<file path="config.mk">
export PLATFORM = sky130hd
export DESIGN_NAME = phase_sig_gen
export DESIGN_NICKNAME = d
export VERILOG_FILES = /design/src/rtl/phase_gen_pkg.sv /design/src/rtl/seq_udiv.sv /design/src/rtl/phase_sig_gen.sv
export SDC_FILE = /design/constraint.sdc
export NUM_CORES = 1
export LEC_CHECK = 0
export ABC_AREA = 1
export CAP_MARGIN = 20
export CORE_MARGIN = 10
export CORE_UTILIZATION = 25
export DETAILED_ROUTE_END_ITERATION = 16
export GPL_TIMING_DRIVEN = 0
export SLEW_MARGIN = 20
export SYNTH_ARGS = -nofsm -noshare
export SYNTH_HDL_FRONTEND = slang
export SYNTH_SLANG_ARGS = --single-unit
export TNS_END_PERCENT = 50
</file>
<file path="constraint.sdc">
create_clock -name clk -period 12.1 [get_ports clk]
set_input_delay 3.63 -clock clk [delete_from_list [all_inputs] [get_ports clk]]
set_output_delay 3.63 -clock clk [all_outputs]
set_load 0.005 [all_outputs]
</file>
<file path="src/rtl/phase_gen_pkg.sv">
// Shared constants and state encoding for the
// phase-shifted square-wave generator.
package phase_gen_pkg;

    localparam int CNT_W      = 32;
    localparam int PHASE_W    = 9;
    localparam int PROD_W     = CNT_W + PHASE_W;
    localparam int DEG_FULL   = 360;
    localparam int MIN_PERIOD = 2;

    typedef enum logic [1:0] {
        IDLE,
        CALC,
        RUN
    } state_t;

endpackage

</file>
<file path="src/rtl/seq_udiv.sv">
// Restoring shift-subtract unsigned divider,
// one quotient bit per clock, PROD_W clocks per divide.
module seq_udiv
    import phase_gen_pkg::*;
(
    input  logic              clk,
    input  logic              rst,
    input  logic              start,
    input  logic [PROD_W-1:0] dividend,
    input  logic [PHASE_W-1:0] divisor,
    output logic              done,
    output logic [PROD_W-1:0] quotient
);

    localparam int CW = $clog2(PROD_W + 1);

    logic [PHASE_W-1:0] r_rem;
    logic [PHASE_W-1:0] r_div;
    logic [PROD_W-1:0]  r_quo;
    logic [CW-1:0]      r_cnt;

    logic [PHASE_W:0]   w_shift;
    logic [PHASE_W:0]   w_diff;
    logic               w_ge;
    logic [PHASE_W-1:0] w_rem_nxt;
    logic [PROD_W-1:0]  w_quo_nxt;

    assign w_shift   = {r_rem, r_quo[PROD_W-1]};
    assign w_diff    = w_shift - {1'b0, r_div};
    assign w_ge      = (w_shift >= {1'b0, r_div});
    // remainder always stays below the divisor, so it fits PHASE_W bits
    assign w_rem_nxt = PHASE_W'(w_ge ? w_diff : w_shift);
    assign w_quo_nxt = {r_quo[PROD_W-2:0], w_ge};

    // final step result is presented combinationally with done
    assign done      = (r_cnt == CW'(1));
    assign quotient  = w_quo_nxt;

    always_ff @(posedge clk) begin
        if (rst) begin
            r_rem <= '0;
            r_div <= '0;
            r_quo <= '0;
            r_cnt <= '0;
        end else if (start) begin
            r_rem <= '0;
            r_div <= divisor;
            r_quo <= dividend;
            r_cnt <= CW'(PROD_W);
        end else if (r_cnt != '0) begin
            r_rem <= w_rem_nxt;
            r_quo <= w_quo_nxt;
            r_cnt <= r_cnt - 1'b1;
        end
    end

endmodule

</file>
<file path="src/rtl/phase_sig_gen.sv">
// Dual-channel square-wave generator: sig_b trails
// sig_a by floor(P*phase/360) clock cycles.
module phase_sig_gen
    import phase_gen_pkg::*;
(
    input  logic               clk,
    input  logic               rst,
    input  logic               en,
    input  logic               cfg_valid,
    output logic               cfg_ready,
    input  logic [CNT_W-1:0]   cfg_period,
    input  logic [PHASE_W-1:0] cfg_phase,
    output logic               cfg_err,
    output logic               sig_a,
    output logic               sig_b,
    output logic               running
);

    state_t r_state;
    state_t w_state_nxt;

    logic [CNT_W-1:0] r_p;
    logic [CNT_W-1:0] r_d;
    logic [CNT_W-1:0] r_p_new;
    logic [CNT_W-1:0] r_cnt_a;
    logic [CNT_W-1:0] r_cnt_b;
    logic             r_sig_a;
    logic             r_sig_b;
    logic             r_err;

    logic              w_fire;
    logic              w_bad;
    logic              w_accept;
    logic              w_reject;
    logic              w_enter;
    logic              w_use_new;
    logic              w_stay_run;
    logic              w_div_done;
    logic [PROD_W-1:0] w_product;
    logic [PROD_W-1:0] w_quo;
    logic [CNT_W-1:0]  w_d_new;
    logic [CNT_W-1:0]  w_p_eff;
    logic [CNT_W-1:0]  w_d_eff;
    logic [CNT_W-1:0]  w_cnt_b_init;
    logic [CNT_W-1:0]  w_half;
    logic [CNT_W-1:0]  w_cnt_a_nxt;
    logic [CNT_W-1:0]  w_cnt_b_nxt;

    assign cfg_ready = (r_state != CALC);
    assign running   = (r_state == RUN);
    assign cfg_err   = r_err;
    assign sig_a     = r_sig_a;
    assign sig_b     = r_sig_b;

    assign w_fire    = cfg_valid && cfg_ready;
    assign w_bad     = (cfg_period < CNT_W'(MIN_PERIOD))
                    || (cfg_phase >= PHASE_W'(DEG_FULL));
    assign w_product = PROD_W'(cfg_period) * PROD_W'(cfg_phase);

    seq_udiv u_div (
        .clk      (clk),
        .rst      (rst),
        .start    (w_accept),
        .dividend (w_product),
        .divisor  (PHASE_W'(DEG_FULL)),
        .done     (w_div_done),
        .quotient (w_quo)
    );

    // quotient < P always, so the upper product bits are zero
    assign w_d_new      = CNT_W'(w_quo);
    assign w_p_eff      = w_use_new ? r_p_new : r_p;
    assign w_d_eff      = w_use_new ? w_d_new : r_d;
    assign w_cnt_b_init = (w_d_eff == '0) ? '0 : w_p_eff - w_d_eff;

    assign w_half      = r_p >> 1;
    assign w_cnt_a_nxt = (r_cnt_a == r_p - 1'b1) ? '0 : r_cnt_a + 1'b1;
    assign w_cnt_b_nxt = (r_cnt_b == r_p - 1'b1) ? '0 : r_cnt_b + 1'b1;
    assign w_stay_run  = (r_state == RUN) && (w_state_nxt == RUN);

    always_comb begin
        w_state_nxt = r_state;
        w_accept    = 1'b0;
        w_reject    = 1'b0;
        w_enter     = 1'b0;
        w_use_new   = 1'b0;
        if (!en) begin
            w_state_nxt = IDLE;
        end else if (w_fire && w_bad) begin
            w_reject = 1'b1;
        end else if (w_fire) begin
            w_accept    = 1'b1;
            w_state_nxt = CALC;
        end else begin
            unique case (r_state)
                IDLE: begin
                    if (r_p >= CNT_W'(MIN_PERIOD)) begin
                        w_state_nxt = RUN;
                        w_enter     = 1'b1;
                    end
                end
                CALC: begin
                    if (w_div_done) begin
                        w_state_nxt = RUN;
                        w_enter     = 1'b1;
                        w_use_new   = 1'b1;
                    end
                end
                RUN:     w_state_nxt = RUN;
                default: w_state_nxt = IDLE;
            endcase
        end
    end

    always_ff @(posedge clk) begin
        if (rst) begin
            r_state <= IDLE;
            r_p     <= '0;
            r_d     <= '0;
            r_p_new <= '0;
            r_cnt_a <= '0;
            r_cnt_b <= '0;
            r_sig_a <= 1'b0;
            r_sig_b <= 1'b0;
            r_err   <= 1'b0;
        end else begin
            r_state <= w_state_nxt;
            r_err   <= w_reject;
            r_sig_a <= w_stay_run && (r_cnt_a < w_half);
            r_sig_b <= w_stay_run && (r_cnt_b < w_half);
            if (w_accept) begin
                r_p_new <= cfg_period;
            end
            if (w_use_new) begin
                r_p <= r_p_new;
                r_d <= w_d_new;
            end
            if (w_enter) begin
                r_cnt_a <= '0;
                r_cnt_b <= w_cnt_b_init;
            end else if (w_stay_run) begin
                r_cnt_a <= w_cnt_a_nxt;
                r_cnt_b <= w_cnt_b_nxt;
            end
        end
    end

endmodule

</file>
==> impl_metrics.toml, run 1 <==
[run_status]
outcome = "finished, final reports clean"

[cts]
htreeDepth = 1
path_clk_slew_ps = 70
worstSkewPairLatency_ps = 570
post_cts_resized = 0
cts_setup_buffers = 0
cts-buffers-inserted = 24
cts_buffer_depth = 3
cts_root_buffer = "clkbuf_16"
cts_hold_buf = 0
cts.sinks = 222
cts_tree = "built"

[route]
firstDrtPassIters = 6
final_antenna_net_count = 0
drc = 0
viasPerCell = 4.73
drt-total-wl_um = 92500
drt_iter0_drc = 2106
wire_per_inst_um = 16.8
num_vias = 25900

[floorplanning]
num_io_pins = 50
die_area_sq_mm = 0.116
die_y_um = 341
core_area_sq_mm = 0.102
start_util_pct = 25.3
floorplan.rows = 117
fp.dieW_um = 341

[yosys]
synth-edff-count = 0
synth_cell_types = 50
synth_ff_type = "dfxtp_1"
yosys_warnings = 0
async_reset_ff_share_pct = 0
synthCells = 4035
syn_area_sq_mm = 0.0258
ys_seq_area_share_pct = 17.2
syn_nets = 4455
syn_avg_cell_area_sq_um = 6.39
synth-seq-cells = 222

[hold_path]
min-delay-start = "u_div.r_quo[37]$_SDFFE_PP0P_"
worstHoldEndpoint = "u_div.r_quo[37]$_SDFFE_PP0P_"
worstHoldPathCells = 2
min_path_type = "flip-flop to flip-flop"

[placement]
place_congestion = 0.988
dp_hpwl_um = 76400
place.port_buffers = 41

[setup_path]
cpPeakStageDelay_ps = 910
critical_path_class = "input port to flip-flop"
r2r_end = "r_cnt_b[21]$_SDFFE_PP0P_"
critical_path.cell_chain = "clkdlybuf4s50_1 -> clkbuf_1 -> nand2_1 -> fa_1 -> inv_1 -> fa_1 -> fa_1 -> inv_1 -> fa_1 -> inv_1 -> ha_1 -> nand2_1 -> nor2_1 -> o21ai_0 -> nand2_1 -> nor2_1 -> o21ai_0 -> nand4_1 -> nand3_1 -> nand3_1 -> nand2_1 -> a21oi_1"
crit_arrival_ps = 9480
r2r_setup_slack_ps = 7900
startpoint_type = "input port"
worst-path-max-fanout = 10
ff2ff_path_depth = 22
crit_slowest_cell = "clkdlybuf4s50_1"
crit_required_ps = 12520
endpoint_kind = "flip-flop"
reg2reg_from = "u_div.r_cnt[1]$_SDFFE_PP0P_"

[sta]
worst_slew_pin_slew_ps = 985
finalSetupTns_ps = 0
slew_violations = 0
finalCritPeriodShare_pct = 74.9
period_needed_ps = 9060
final-hold-violation-count = 0
skew_ps = 15.0
fmax_mhz = 110
rsz0062_at_grt = "no"
max-slew-margin-rel_pct = 34.3
holdWs_ps = 464
setup-violations-final = 0

[global_route]
antenna_found_initial = 2
grtUsageTotal_pct = 15.5
grt_pass1_vias = 25300
grt_start_max_net_pins = 15
grt_pass1_wl_um = 144000
grt-ovfl-total = 0

[power_and_ir_drop]
swShare_pct = 51.8
powerDensity_mw_per_mm2 = 166
p_int_mw = 2.30
peakVddDrop_mv = 0.109
clockPowerShare_pct = 16.3
p_comb_share_pct = 65.8
p_leak_nw = 14.9
power.net_switching_mw = 2.47
seqPwrFrac_pct = 17.9

[flow_run]
max_cap_viol_count = 0

[finish]
area_growth_pct = 11.4
num-nets-final = 4522
drive_gt1_share_pct = 2.91
antenna_cells = 0
[synth_stat cells (4+ instances only)]
| cell | number | area [sq um] |
|---|---|---|
| a211oi_1 | 10 | 75.1 |
| a21boi_0 | 7 | 52.6 |
| a21o_1 | 11 | 82.6 |
| a21oi_1 | 270 | 1350 |
| a31oi_1 | 16 | 100 |
| buf_1 | 7 | 26.3 |
| buf_2 | 19 | 95.1 |
| buf_6 | 5 | 56.3 |
| clkbuf_1 | 115 | 432 |
| dfxtp_1 | 222 | 4440 |
| fa_1 | 212 | 4240 |
| ha_1 | 163 | 2040 |
| inv_1 | 709 | 2660 |
| nand2_1 | 1170 | 4390 |
| nand2_2 | 11 | 68.8 |
| nand3_1 | 228 | 1140 |
| nand3b_1 | 16 | 120 |
| nand4_1 | 55 | 344 |
| nor2_1 | 374 | 1400 |
| nor2_2 | 7 | 43.8 |
| nor2_4 | 8 | 90.1 |
| nor3_1 | 60 | 300 |
| nor4_1 | 5 | 31.3 |
| o211ai_1 | 4 | 30.0 |
| o21a_1 | 9 | 67.6 |
| o21ai_0 | 153 | 766 |
| o21ai_1 | 30 | 150 |
| o21ai_2 | 5 | 43.8 |
| o21bai_1 | 12 | 90.1 |
| or2_2 | 12 | 75.1 |
| xnor2_1 | 17 | 149 |
| xor2_1 | 62 | 543 |
[power groups by stage]
stage | clock, mW | combinational, mW | sequential [mW]
2_1_floorplan | 0 | 2.22 | 0.844
3_3_place_gp | 0 | 3.09 | 0.868
3_5_place_dp | 0 | 3.10 | 0.868
4_1_cts | 0.791 | 3.12 | 0.852
5_1_grt | 0.816 | 3.54 | 0.861
6_report | 0.776 | 3.14 | 0.855
[state kept, by name, indices dropped and copies added, names as in the netlist]
signal / count
r_p: 32
u_div.r_quo: 41
u_div.r_div: 1
r_state: 2
u_div.r_cnt: 6
r_d: 32
r_cnt_b: 32
sig_a: 1
r_p_new: 32
u_div.r_rem: 9
cfg_err: 1
sig_b: 1
r_cnt_a: 32
[layer usage]
metal	wire (um)	GRT usage, %	vias up
met3	5670	1.74	165
met4	2880	4.36	4
li1	-	-	12700
met5	27	0	-
met1	41000	20.6	12200
met2	42900	26.2	868
[worst max-delay path, delay by kind of cell]
kind / cells / cell delay [ps]
AOI/OAI and AO/OA: 3 / 520
and+or+nand+nor: 9 / 1200
adders and majority gates: 5 / 2440
buffers and inverters: 5 / 1630
[per-stage QoR]
stage               cells  instance area (sq um)  setup WS, ps  util (%)  total power [mW]
floorplan            4035                  25800          4040         -              3.07
global placement     5444                  27900          2650      27.3              3.96
detailed placement   5444                  27900          2660      27.3              3.97
CTS                  5488                  28700          3240      28.1              4.77
global route         5488                  28700          2710      28.1              5.21
finish               5488                  28700          3040      28.1              4.77
[logic make-up after synthesis]
family          count (synthesis)  share of synthesized area (%)
fa+ha+maj                     375                           24.4
buf+inv                       861                           12.8
simple gates                 1958                           31.5
compound gates                539                           11.3
xor+xnor                       80                           2.78
flops                         222                           17.2
[worst max path at each step]
stage | depth (start not counted) | end | start
4_1_cts | 22 | u_div.r_quo[35]$_SDFFE_PP0P_ | cfg_phase[0]
3_3_place_gp | 22 | u_div.r_quo[35]$_SDFFE_PP0P_ | cfg_phase[0]
6_report | 22 | u_div.r_quo[35]$_SDFFE_PP0P_ | cfg_phase[0]
3_5_place_dp | 22 | u_div.r_quo[35]$_SDFFE_PP0P_ | cfg_phase[0]
5_1_grt | 22 | u_div.r_quo[27]$_SDFFE_PP0P_ | cfg_phase[0]
2_1_floorplan | 22 | u_div.r_quo[31]$_SDFFE_PP0P_ | cfg_phase[8]
[layout by cell type (no fill, tap or decap), drive strengths merged, types with 62 or more instances in the layout]
cell and count:
a21oi 270, clkbuf 151, dfxtp 222, fa 212
ha 163, inv 713, nand2 1183, nand3 231
nor2 390, o21ai 188, xor2 62
[final cells by class]
cell class                      count  area, sq um
Tap cell                         1368         1710
Buffer                            149          632
Clock inverter                      8         97.6
Inverter                          712         2670
Timing Repair Buffer               41          410
Fill cell                       11500        73300
Sequential cell                   222         4440
Multi-Input combinational cell   2952        18000
Clock buffer                       36          716
(Power assumes the default switching activity.)
==> run 2: changes to the inputs <==
==> constraint.sdc (replaced) <==
create_clock -name clk -period 9.2 [get_ports clk]
set_input_delay 2.76 -clock clk [delete_from_list [all_inputs] [get_ports clk]]
set_output_delay 2.76 -clock clk [all_outputs]
set_load 0.005 [all_outputs]
==> results of run 2 <==
The final DEF is identical to that of run 1. Status: finished, final reports clean.
Main changes from that run: setup slack after placement 2660 ps -> 629 ps; setup slack after layout 3040 ps -> 1010 ps; register-to-register setup slack 7900 ps -> 5000 ps; total power 4.77 mW -> 6.27 mW; worst IR drop on VDD 0.109 mV -> 0.144 mV
